===== src/rtl/clock_pkg.sv =====
`default_nettype none
// ============================================================================
// Module      : clock_pkg
// Description : Shared constants and types for the clock display scan path.
// Revision    : 1.0 - initial release
// ============================================================================
package clock_pkg;

    localparam logic [2:0] SLOT_LO_ONES = 3'd0;
    localparam logic [2:0] SLOT_LO_TENS = 3'd2;
    localparam logic [2:0] SLOT_HI_ONES = 3'd4;
    localparam logic [2:0] SLOT_HI_TENS = 3'd6;

    localparam logic [3:0] BLANK_PATTERN = 4'b0000;

    typedef enum logic [1:0] {
        CONV_IDLE = 2'd0,
        CONV_LOAD = 2'd1,
        CONV_SUB  = 2'd2,
        CONV_DONE = 2'd3
    } conv_state_t;

endpackage
`default_nettype wire


===== src/rtl/bin6_to_bcd_seq.sv =====
`default_nettype none
// ============================================================================
// Module      : bin6_to_bcd_seq
// Description : Repeated-subtract binary (0-63) to two-digit BCD converter.
// Revision    : 1.0 - initial release
// ============================================================================
module bin6_to_bcd_seq
    import clock_pkg::*;
(
    input  logic       clock,
    input  logic       reset,
    input  logic       start,
    input  logic [5:0] bin,
    output logic [3:0] tens,
    output logic [3:0] ones,
    output logic       done
);

    conv_state_t r_state;
    logic [5:0]  r_work;
    logic [3:0]  r_tens;
    logic [5:0]  w_work_sub;

    assign w_work_sub = r_work - 6'd10;

    always_ff @(posedge clock or negedge reset) begin
        if (!reset) begin
            r_state <= CONV_IDLE;
            r_work  <= 6'd0;
            r_tens  <= 4'd0;
        end else begin
            case (r_state)
                CONV_IDLE, CONV_DONE: begin
                    if (start) begin
                        r_state <= CONV_LOAD;
                    end
                end
                CONV_LOAD: begin
                    r_work  <= bin;
                    r_tens  <= 4'd0;
                    r_state <= CONV_SUB;
                end
                CONV_SUB: begin
                    // Finishing on the last subtraction keeps 63 within seven cycles of start.
                    if (r_work >= 6'd10) begin
                        r_work <= w_work_sub;
                        r_tens <= r_tens + 4'd1;
                        if (w_work_sub < 6'd10) begin
                            r_state <= CONV_DONE;
                        end
                    end else begin
                        r_state <= CONV_DONE;
                    end
                end
                default: r_state <= CONV_IDLE;
            endcase
        end
    end

    assign tens = r_tens;
    assign ones = r_work[3:0];
    assign done = (r_state == CONV_DONE);

endmodule
`default_nettype wire


===== src/rtl/display_scan_ctrl.sv =====
`default_nettype none
// ============================================================================
// Module      : display_scan_ctrl
// Description : 8-slot scan scheduler for the 4-digit 7-segment clock display.
// Revision    : 1.0 - initial release
// ============================================================================
module display_scan_ctrl
    import clock_pkg::*;
#(
    parameter int DIV        = 1024,
    parameter int BLINK_LOG2 = 5
) (
    input  logic        clock,
    input  logic        reset,
    input  logic        scan_en,
    input  logic [11:0] data_show,
    input  logic [3:0]  blink_mask,
    output logic [2:0]  byte_status,
    output logic [3:0]  digit_en,
    output logic [3:0]  digit_bcd,
    output logic        frame_start
);

    localparam int                 c_PRE_W    = (DIV > 1) ? $clog2(DIV) : 1;
    localparam logic [c_PRE_W-1:0] c_PRE_LAST = c_PRE_W'(DIV - 1);
    localparam int                 c_FRM_W    = BLINK_LOG2 + 1;

    logic [c_PRE_W-1:0] r_pre;
    logic [2:0]         r_slot;
    logic [c_FRM_W-1:0] r_frame;
    logic               r_run;
    logic [11:0]        r_shadow;
    logic [3:0][3:0]    r_disp;
    logic [3:0]         r_digit_en;
    logic [3:0]         r_digit_bcd;
    logic               r_frame_start;

    logic               w_tick;
    logic               w_snap;
    logic               w_commit;
    logic [2:0]         w_slot_nxt;
    logic [c_FRM_W-1:0] w_frame_nxt;
    logic [3:0][3:0]    w_disp_nxt;
    logic [1:0][3:0]    w_tens;
    logic [1:0][3:0]    w_ones;
    logic [1:0]         w_done;
    logic [3:0]         w_en_raw;
    logic [3:0]         w_bcd_dec;
    logic [3:0]         w_blink_off;
    logic [3:0]         w_en_dec;

    assign w_tick      = scan_en && (r_pre == c_PRE_LAST);
    assign w_snap      = w_tick && (r_slot == 3'd6);
    assign w_commit    = w_tick && (r_slot == 3'd7);
    assign w_slot_nxt  = w_tick ? (r_slot + 3'd1) : r_slot;
    assign w_frame_nxt = w_commit ? (r_frame + 1'b1) : r_frame;

    // A late converter keeps the previous frame's digits rather than tearing.
    assign w_disp_nxt = (w_commit && (&w_done))
                      ? {w_tens[1], w_ones[1], w_tens[0], w_ones[0]}
                      : r_disp;

    for (genvar gi = 0; gi < 2; gi++) begin : g_field
        bin6_to_bcd_seq u_conv (
            .clock (clock),
            .reset (reset),
            .start (w_snap),
            .bin   (r_shadow[6*gi +: 6]),
            .tens  (w_tens[gi]),
            .ones  (w_ones[gi]),
            .done  (w_done[gi])
        );
    end

    always_comb begin
        w_en_raw  = BLANK_PATTERN;
        w_bcd_dec = 4'd0;
        case (w_slot_nxt)
            SLOT_LO_ONES: begin w_en_raw = 4'b0001; w_bcd_dec = w_disp_nxt[0]; end
            SLOT_LO_TENS: begin w_en_raw = 4'b0010; w_bcd_dec = w_disp_nxt[1]; end
            SLOT_HI_ONES: begin w_en_raw = 4'b0100; w_bcd_dec = w_disp_nxt[2]; end
            SLOT_HI_TENS: begin w_en_raw = 4'b1000; w_bcd_dec = w_disp_nxt[3]; end
            default: ;
        endcase
    end

    // Outputs are registered from next-state values so they line up with byte_status.
    assign w_blink_off = blink_mask & {4{w_frame_nxt[BLINK_LOG2]}};
    assign w_en_dec    = (scan_en && (r_run || w_tick)) ? (w_en_raw & ~w_blink_off)
                                                        : BLANK_PATTERN;

    always_ff @(posedge clock or negedge reset) begin
        if (!reset) begin
            r_pre         <= '0;
            r_slot        <= 3'd0;
            r_frame       <= '0;
            r_run         <= 1'b0;
            r_shadow      <= 12'd0;
            r_disp        <= '0;
            r_digit_en    <= BLANK_PATTERN;
            r_digit_bcd   <= 4'd0;
            r_frame_start <= 1'b0;
        end else begin
            if (scan_en) begin
                r_pre <= w_tick ? '0 : (r_pre + 1'b1);
            end
            if (w_tick) begin
                r_run <= 1'b1;
            end
            if (w_snap) begin
                r_shadow <= data_show;
            end
            r_slot        <= w_slot_nxt;
            r_frame       <= w_frame_nxt;
            r_disp        <= w_disp_nxt;
            r_digit_en    <= w_en_dec;
            r_digit_bcd   <= w_bcd_dec;
            r_frame_start <= w_commit;
        end
    end

    assign byte_status = r_slot;
    assign digit_en    = r_digit_en;
    assign digit_bcd   = r_digit_bcd;
    assign frame_start = r_frame_start;

endmodule
`default_nettype wire


===== config.mk =====
export PLATFORM = sky130hd
export DESIGN_NAME = display_scan_ctrl
export DESIGN_NICKNAME = d
export VERILOG_FILES = /design/src/rtl/clock_pkg.sv /design/src/rtl/bin6_to_bcd_seq.sv /design/src/rtl/display_scan_ctrl.sv
export SDC_FILE = /design/constraint.sdc
export NUM_CORES = 1
export LEC_CHECK = 0
export ABC_AREA = 1
export BUFFER_PORTS_ARGS = -buffer_cell sky130_fd_sc_hd__buf_2
export CORE_UTILIZATION = 57
export CTS_CLUSTER_SIZE = 16
export DETAILED_ROUTE_END_ITERATION = 8
export PLACE_DENSITY = 0.76
export SYNTH_ARGS = -nofsm -noshare
export SYNTH_HDL_FRONTEND = slang
export SYNTH_SLANG_ARGS = --single-unit

===== constraint.sdc =====
create_clock -name clock -period 2 [get_ports clock]
set_input_delay 0.4 -clock clock [delete_from_list [all_inputs] [get_ports clock]]
set_output_delay 0.4 -clock clock [all_outputs]
set_load 0.01 [all_outputs]

# Word level (Yosys, flattened, before mapping)

Index checks and enable logic that the tools add are counted.

$lt $le $gt $ge: 4
Add/sub/neg operators: 7
Equal/unequal tests: 18
Bitwise operators: 3
Reduce and logical (&&, ||, !) cells: 18
Muxes and demuxes: 22

Operator list:

| kind                                                               | number |
|---|---|
| case mux 4 bit (4 select lines)                                    | 2 |
| case mux 6 bit (2 select lines)                                    | 2 |
| two-way mux 6 bit                                                  | 3 |
| two-way mux 16 bit                                                 | 1 |
| case mux 4 bit (2 select lines)                                    | 2 |
| equality test 3 bit (second input constant)                        | 4 |
| greater-or-equal comparator 6 x 4 -> 1 bit (second input constant) | 2 |
| < comparator 6 x 4 -> 1 bit (second input constant)                | 2 |
| two-way mux 4 bit                                                  | 3 |
| case mux 2 bit (3 select lines)                                    | 2 |
| subtractor 6 x 4 -> 6 bit (second input constant)                  | 2 |
| adder 10 x 1 -> 10 bit (second input constant)                     | 1 |
| equality test 10 bit (second input constant)                       | 1 |
| two-way mux 10 bit                                                 | 1 |
| two-way mux 2 bit                                                  | 5 |
| AND reduction 2 bit                                                | 5 |
| adder 4 x 1 -> 4 bit (second input constant)                       | 2 |
| AND 4 bit                                                          | 2 |
| equality test 2 bit (second input constant)                        | 4 |
| adder 6 x 1 -> 6 bit (second input constant)                       | 1 |
| inequality test 2 x 1 -> 1 bit (second input constant)             | 3 |
| inequality test 3 bit (second input constant)                      | 2 |
| logical AND 1 bit                                                  | 5 |
| equality test 2 x 1 -> 1 bit (second input constant)               | 2 |
| other kinds (10)                                                   | 13 |

Output and inout port bits: 12
Register bits after elaboration: 81
Input port bits: 19

# Depth between registers and ports, before layout

Gate-level depths: netlist of run 1.

Depth after elaboration: 8
Depth in mapped cells: 12

# Cells and area by module

From an unflattened synthesis of run 1, not the netlist that was laid out.

Cell total of the unflattened synthesis: 543
Area total of the unflattened synthesis: 4523.1 um^2

By module, submodules not included:

| module            | sequential area each (um^2) | times used | cells each | area an instance (um^2) |
|---|---|---|---|---|
| display_scan_ctrl | 1426.4                      | 1          | 319        | 2813.9 |
| bin6_to_bcd_seq   | 300.3                       | 2          | 112        | 854.6 |

# Worst setup path before layout of run 1

Ideal clock, no wire load.

Path kind: reg2reg
From: register r_slot[0] (netlist: byte_status[0])
To: register r_digit_bcd[3] (netlist: digit_bcd[3])
Buffers on the path: 0
Stages on the path, launching flop included: 11
Path slack: 355 ps
Arrival time: 1527 ps
Setup time: 119 ps
Data required time: 1881 ps
Path through: dfrtp_1 ha_1 ha_1 inv_1 nand3_1 nand2_4 clkinv_2 nand3_4 nor2_1 nor2_1 nand2_1

Elaborated cells between the ends (all ways): 11

RTL lines:

| item                                        | line                     | RTL |
|---|---|---|
| start: declaration                          | display_scan_ctrl.sv:29  | `logic [2:0] r_slot;` |
| start signal: assignment                    | display_scan_ctrl.sv:113 | `r_slot <= w_slot_nxt;` |
| adder 3 x 1 -> 3 bit (*)                    | display_scan_ctrl.sv:55  | `assign w_slot_nxt = w_tick ? (r_slot + 3'd1) : r_slot;` |
| two-way mux 3 bit (*)                       | display_scan_ctrl.sv:55  |  |
| via w_slot_nxt[2]                           | display_scan_ctrl.sv:41  | `logic [2:0] w_slot_nxt;` |
| equality test 3 bit (tied with other cells) | display_scan_ctrl.sv:78  | `case (w_slot_nxt)` |
| case mux 4 bit (4 select lines) (*)         | display_scan_ctrl.sv:78  |  |
| via w_bcd_dec[3]                            | display_scan_ctrl.sv:48  | `logic [3:0] w_bcd_dec;` |
| end signal: assignment                      | display_scan_ctrl.sv:117 | `r_digit_bcd <= w_bcd_dec;` |
| end: declaration                            | display_scan_ctrl.sv:35  | `logic [3:0] r_digit_bcd;` |

The timed path passes the listed nets; every way through them passes the cells marked *.
A chain may end at the register's enable or synchronous reset.

==> summary.txt, run 1 <==
Drt
  – Vias per cell: 5.15
  – Detailed Route WL: 8.62 mm
  – Vias: 3322
  – Initial DRC count: 237
  – DRC: 0
  – Routed len/inst: between 10 and 15 um
  – Detailed-router iteration count before antenna repair: 5
  – Antenna Violating Nets Remaining: 0

CTS
  – Clock Pin Slew Worst Setup and Hold Paths: about 0.080 ns
  – Root Driver: clkbuf_8
  – Latest clock arrival within the worst-skew pair: between 0.3 and 0.4 ns
  – H-tree levels: 3
  – Clock buffer depth: 2
  – TritonCTS Buffers: 9
  – CTS tree: yes
  – # hold bufs at CTS: 0
  – CTS sink count: 81

Setup path
  – CP Data Required Time: between 2 and 2.5 ns
  – Startpoint types: flip-flop
  – R2r setup slk: slightly above 0.003 ns
  – R2R depth: 13
  – Worst-path maximum fanout: 8
  – Reg2reg start: r_pre[1]$_DFFE_PN0P_
  – Critical Path AT: roughly 2.3 ns
  – Nature of the critical path endpoint: flip-flop
  – Reg2reg end: digit_bcd[3]$_DFF_PN0_
  – Crit. Startpoint: r_pre[1]$_DFFE_PN0P_
  – Critical path type: reg2reg

Synthesis
  – Synthesized flop and latch total: 81
  – Synth Warn #: 0
  – Syn Area/Cell: 8.42 um^2
  – Mapped Cells: 493
  – Share of the synthesized area in the top cell type: 0.488
  – Post-synth cell types: 31
  – Register area share after synthesis: 0.488
  – Synth top area cells: dfrtp_1 49%, nand2_1 12%, inv_1 6.1%
  – Largest area contributor in the netlist: dfrtp_1
  – Cell Area, Synth: around 0.0042 mm^2
  – Synth Net Count: 531

Final layout
  – Finished Layout Cells: between 600 and 700
  – Ant diodes: 0
  – Final #Nets: 583
  – Fillers: 550
  – Synthesis-to-finish area growth: 17.0%
  – Layout cells sized above 1: 0.166
  – Final Core Density: 0.703

Placement
  – Inst Count DP: 617
  – Buffers added on ports: 30
  – Half-perimeter wire length after placement: 5.66 mm
  – GPL Wtd Cong: 0.841

Die
  – Core ar.: 0.00691 mm^2
  – Die height: between 80 and 90 um
  – Die Span X: 87.3 um
  – Die area: 0.00763 mm^2
  – Total I/O pin count: 31
  – Row count: 30
  – Initial core utilization: 0.601

Global route
  – Antenna violations before repair: 0
  – Number of global-route vias before repair: 3125
  – GR Util All Layers: 0.229
  – GRT overflow: 0
  – First-pass GRT wire length: 13.7 mm
  – Largest net degree at the start of global routing: 37

Timing
  – Clock skew: between 0.009 and 0.01 ns
  – Final min period: 2.00 ns
  – Achievable Freq: 501 MHz
  – Relative slew slack: 0.670
  – Final period util: 0.998
  – Fin Hold WS: about 0.0094 ns
  – Least-Margin Pin Slew: 0.495 ns
  – Final hold violations: 0
  – Fin. max-slew vios: 0
  – Final Setup Violations: 0
  – Unrepaired setup endpoints after global routing: true

Job
  – Max-cap viol count: 0

Min path
  – Worst min-delay path category: in2async

Status
  – Status: finished, final reports clean

Pwr
  – Pwr per Cell Area: 670 mW/mm^2
  – Max IR drop VDD: 334 uV
  – Leakage dissipation: roughly 2.5 nW
[flip-flops by register name, summed over array words and instances (netlist names)]
name and flops:
byte_status 3, digit_bcd 4, digit_en 4, frame_start 1, g_field.u_conv.r_state 4, g_field.u_conv.r_work 12, g_field.u_conv.tens 8, r_disp 16
r_frame 6, r_pre 10, r_run 1, r_shadow 12
[power breakdown]
group / internal (mW) / switching (mW) / total (mW)
Sequential: 1.70 / 0.0754 / 1.78
Clock: 0.635 / 0.579 / 1.21
Combinational: 0.109 / 0.151 / 0.261
[worst max path at each step]
stage / end / slack [ns]
global placement: digit_bcd[2]$_DFF_PN0_ / 0.21
floorplan: digit_bcd[3]$_DFF_PN0_ / 0.35
detailed placement: digit_bcd[3]$_DFF_PN0_ / 0.16
CTS: digit_bcd[3]$_DFF_PN0_ / 0.14
global route: digit_bcd[0]$_DFF_PN0_ / -0.17
finish: digit_bcd[3]$_DFF_PN0_ / 0.003
[worst max-delay path: stages, from the launching register on]
cell	delay [ns]
dfrtp_1	0.39
ha_2	0.22
nand3_2	0.09
nor2_4	0.19
buf_12	0.14
nand2_8	0.06
nor2_4	0.21
clkbuf_16	0.19
nand3_1	0.09
nand2_1	0.10
inv_1	0.06
nor2_1	0.09
nor2_1	0.05
nand2_1	0.05
[cell usage in the layout, fill, tap and decap left out, drive strengths merged]
cell type | netlist | routed
nand2 | 145 | 145
dfrtp | 81 | 81
inv | 67 | 67
nor2 | 53 | 53
buf | 6 | 48
nand3 | 41 | 41
o21ai | 27 | 27
ha | 19 | 19
clkbuf | 4 | 15
xor2 | 9 | 9
xnor2 | 8 | 8
nand4 | 8 | 8
o211ai | 6 | 6
o31ai | 6 | 6
clkinv | 3 | 5
a21oi | 3 | 3
nand3b | 2 | 2
nor3 | 2 | 2
a211oi | 1 | 1
a221oi | 1 | 1
a31oi | 1 | 1
bufinv | 0 | 1
[synthesized netlist by cell type (all sizes together)]
library cell  instances
clkinv                3
nand3b                2
nor2                 53
dfrtp                81
o211ai                6
a31oi                 1
xor2                  9
a221oi                1
clkbuf                4
xnor2                 8
nand2               145
buf                   6
nand4                 8
inv                  67
ha                   19
o21ai                27
nor3                  2
a21oi                 3
a211oi                1
o31ai                 6
nand3                41
[area by class of cell]
class	instances	area, um^2	area share
Multi-Input combinational cell	332	1820	0.375
Inverter	70	269	0.0554
Clock buffer	12	155	0.0320
Clock inverter	3	40.0	0.00825
Sequential cell	81	2030	0.418
Timing Repair Buffer	51	420	0.0866
Tap cell	96	120	0.0247
[repair_timing]
action | CTS | global route
gates resized for setup | 0 | 11
setup buffers | 0 | 10
setup endpoints to repair | 0 | 10
[per-stage QoR]
| step | setup WS [ns] | power, mW | setup TNS, ns | area, um^2 |
|---|---|---|---|---|
| detailed placement | 0.158 | 2.03 | 0 | 4450 |
| CTS | 0.136 | 3.22 | 0 | 4640 |
| finish | 0.00304 | 3.25 | 0 | 4860 |
| global route | -0.173 | 3.39 | -1.23 | 4860 |
| floorplan | 0.355 | 1.92 | 0 | 4150 |
| global placement | 0.205 | 2.01 | 0 | 4450 |
[cells by family after synthesis]
kind of cell,share of synthesized area
XOR/XNOR,0.0359
flip-flops,0.488
adder cells (fa/ha/maj),0.0573
AO/OA/AOI/OAI,0.0633
AND/OR/NAND/NOR,0.275
buffers and inverters,0.0799
[metal layers]
layer / global-route usage / part of all wire / vias to the layer above / wire (um)
li1: - / - / 1653 / -
met1: 0.293 / 0.46 / 1556 / 3930
met2: 0.390 / 0.48 / 101 / 4170
met3: 0.0379 / 0.046 / 12 / 395
met4: 0.0879 / 0.014 / 0 / 121
met5: 0 / 0 / - / 0
Note: power is estimated with default switching activity, not from simulation.
==> run 2: changes to the inputs <==
GPL_TIMING_DRIVEN = 0   (was not set)
MAX_ROUTING_LAYER = met4   (was not set)
==> run 2 against run 1 <==
Against the previous run:
- sequential power hardly changed
- first-iteration DRC count decreased by 1.7%
- power increased by 0.69%
- largest power group unchanged
==> summary.txt, run 2 (synthesis results as in run 1) <==
Status
  – Status: finished, final reports clean

Placement
  – Buffers added on ports: 30
  – Placement Cell Area: 0.00445 mm^2
  – Inst Count DP: 620
  – GPL Wtd Cong: 0.882
  – Half-perimeter wire length after placement: 5.76 mm

Setup path
  – R2R depth: 10
  – WP buf/inv: 2
  – Critical path type: reg2reg
  – Worst path slowest cell: dfrtp_1
  – CP Cell Sequence: ha_1, nand3_2, nor2_4, nand2_4, buf_6, nor2_4, buf_4, o21ai_0, nand2_1, nand2_1
  – Reg2reg start: r_pre[0]$_DFFE_PN0P_
  – Crit path max-delay family: simple AND/OR/NAND/NOR gates
  – Crit. Startpoint: r_pre[0]$_DFFE_PN0P_
  – Worst-path maximum fanout: 10
  – Startpoint types: flip-flop
  – CP Data Required Time: roughly 2.2 ns
  – CP max stage delay: 0.38 ns
  – Nature of the critical path endpoint: flip-flop
  – Critical Path AT: 2.11 ns
  – Reg2reg end: g_field[0].u_conv.r_state[0]$_DFFE_PN0P_
  – Crit path depth: 10
  – R2r setup slk: 0.13 ns
  – Worst setup endpoint: g_field[0].u_conv.r_state[0]$_DFFE_PN0P_

Drt
  – Routed len/inst: 12.3 um
  – DRC: 0
  – Initial DRC count: 233
  – Vias per cell: 5.04
  – Antenna Violating Nets Remaining: 0
  – Detailed Route WL: 7.88 mm
  – Vias: 3237
  – Detailed-router iteration count before antenna repair: 4

Die
  – Core ar.: between 0.006 and 0.007 mm^2
  – Total I/O pin count: 31
  – Row count: 30
  – Die area: 0.00763 mm^2
  – Initial core utilization: 0.601
  – Die height: 87.3 um
  – Die Span X: 87.3 um

Timing
  – Final min period: 1.87 ns
  – Least-Margin Pin Slew: 0.415 ns
  – Achievable Freq: 535 MHz
  – Fin. max-slew vios: 0
  – Final Setup Violations: 0
  – Final hold violations: 0
  – Relative slew slack: 0.724
  – Final period util: 0.934
  – Clock skew: roughly 0.011 ns

CTS
  – Latest clock arrival within the worst-skew pair: 0.35 ns
  – CTS tree: yes
  – Root Driver: clkbuf_8
  – H-tree levels: 3
  – TritonCTS Buffers: 9
  – Clock buffer depth: 2
  – CTS sink count: approximately 80
  – Clock Pin Slew Worst Setup and Hold Paths: around 0.090 ns

Global route
  – M1 GR Usage: 0.315
  – First-pass GRT wire length: 13.9 mm
  – GRT overflow: 0
  – Antenna violations before repair: 0
  – M2 GR Usage: 0.386
  – Met3 global-route usage: 0.0360
  – GR Util All Layers: 0.242
  – GR peak layer: met2
  – Number of global-route vias before repair: 3102
  – Largest net degree at the start of global routing: 55

Final layout
  – Synthesis-to-finish area growth: 14.7%
  – Biggest regs: r_disp x16, g_field.u_conv.r_work x12, r_shadow x12
  – Layout cells sized above 1: 0.158
  – Most frequent cells in the layout: 136 x nand2_1, 80 x dfrtp_1, 66 x inv_1, 48 x nor2_1, 35 x nand3_1
  – Final instance area: roughly 0.0048 mm^2
  – Commonest non-fill, non-tap cell in the layout: nand2_1
  – Multi-input logic area: about 0.0018 mm^2
  – Ant diodes: 0
  – Fillers: 586
  – Sequential Area: 0.00203 mm^2
  – Largest Register: r_disp
  – Max reg flops: 16
  – Finished Layout Cells: 642
  – Final #Nets: 579

Min path
  – Worst min-delay path category: in2reg

Pwr
  – Leakage dissipation: 2.43 nW
  – Tot Pwr: 3.28 mW
  – Max IR drop VDD: 442 uV
  – Pwr per Cell Area: 688 mW/mm^2

Job
  – Max-cap viol count: 0
[run 2: cell types whose count changed in the layout (fill, tap and decap cells not counted), moves of 2 or more]
| cell | change |
|---|---|
| clkbuf_16 | -3 |
| buf_12 | -4 |
| buf_4 | -6 |
| buf_6 | +4 |
| clkinvlp_4 | +2 |
[run 2: worst reg2reg max path: stages, from the launching register on]
cell,delay (ns)
dfrtp_1,0.38
ha_1,0.19
nand3_2,0.09
nor2_4,0.24
nand2_4,0.10
buf_6,0.17
nor2_4,0.21
buf_4,0.15
o21ai_0,0.10
nand2_1,0.08
nand2_1,0.05
[run 2: power breakdown]
group | internal (mW) | total (mW) | switching [mW]
clock | 0.677 | 1.27 | 0.590
combinational | 0.0989 | 0.238 | 0.139
sequential | 1.70 | 1.77 | 0.0678
total | 2.48 | 3.28 | 0.797
[run 2: cell type report]
| type | count | area share |
|---|---|---|
| tap | 96 | 0.0252 |
| clock buffer | 12 | 0.0347 |
| timing repair buffer | 38 | 0.0494 |
| clock inverter | 4 | 0.0105 |
| sequential | 81 | 0.426 |
| multi-input combinational | 332 | 0.383 |
| inverter | 70 | 0.0565 |
| buffer | 9 | 0.0147 |
[run 2: worst min-delay path by stage]
stage                            from  slack (ns)  cells past startpoint                  endpoint
finish                   data_show[5]        0.25                      3   r_shadow[5]$_DFFE_PN0P_
global route             data_show[5]        0.25                      3   r_shadow[5]$_DFFE_PN0P_
CTS                      data_show[8]        0.25                      3   r_shadow[8]$_DFFE_PN0P_
detailed placement              reset        0.34                      1      r_pre[4]$_DFFE_PN0P_
global placement    r_run$_DFFE_PN0N_        0.44                      2         r_run$_DFFE_PN0N_
floorplan                       reset        0.10                      0  byte_status[0]$_DFF_PN0_
[run 2: what timing repair did]
item / in CTS / in global routing
endpoints found under the hold margin: 27 / 0
buffers inserted: 0 / 5
setup endpoints to repair: 0 / 20
hold buffers: 1 / 0
gates resized for setup: 0 / 16
[run 2: routing by layer]
layer	vias to the layer above	part of all wire
met3	8	0.031
met5	-	0
met2	78	0.48
li1	1649	-
met1	1502	0.48
met4	0	0.012
[run 2: metrics by stage]
step	setup slack [ns]	hold WS [ns]	utilization	setup TNS, ns
after floorplan	0.355	0.104	-	0
after global placement	-0.0488	0.436	0.640	-3.56
after detailed placement	0.117	0.343	0.644	0
after CTS	0.0872	0.246	0.677	0
after global routing	-0.0248	0.252	0.689	-0.0621
final	0.131	0.251	0.689	0
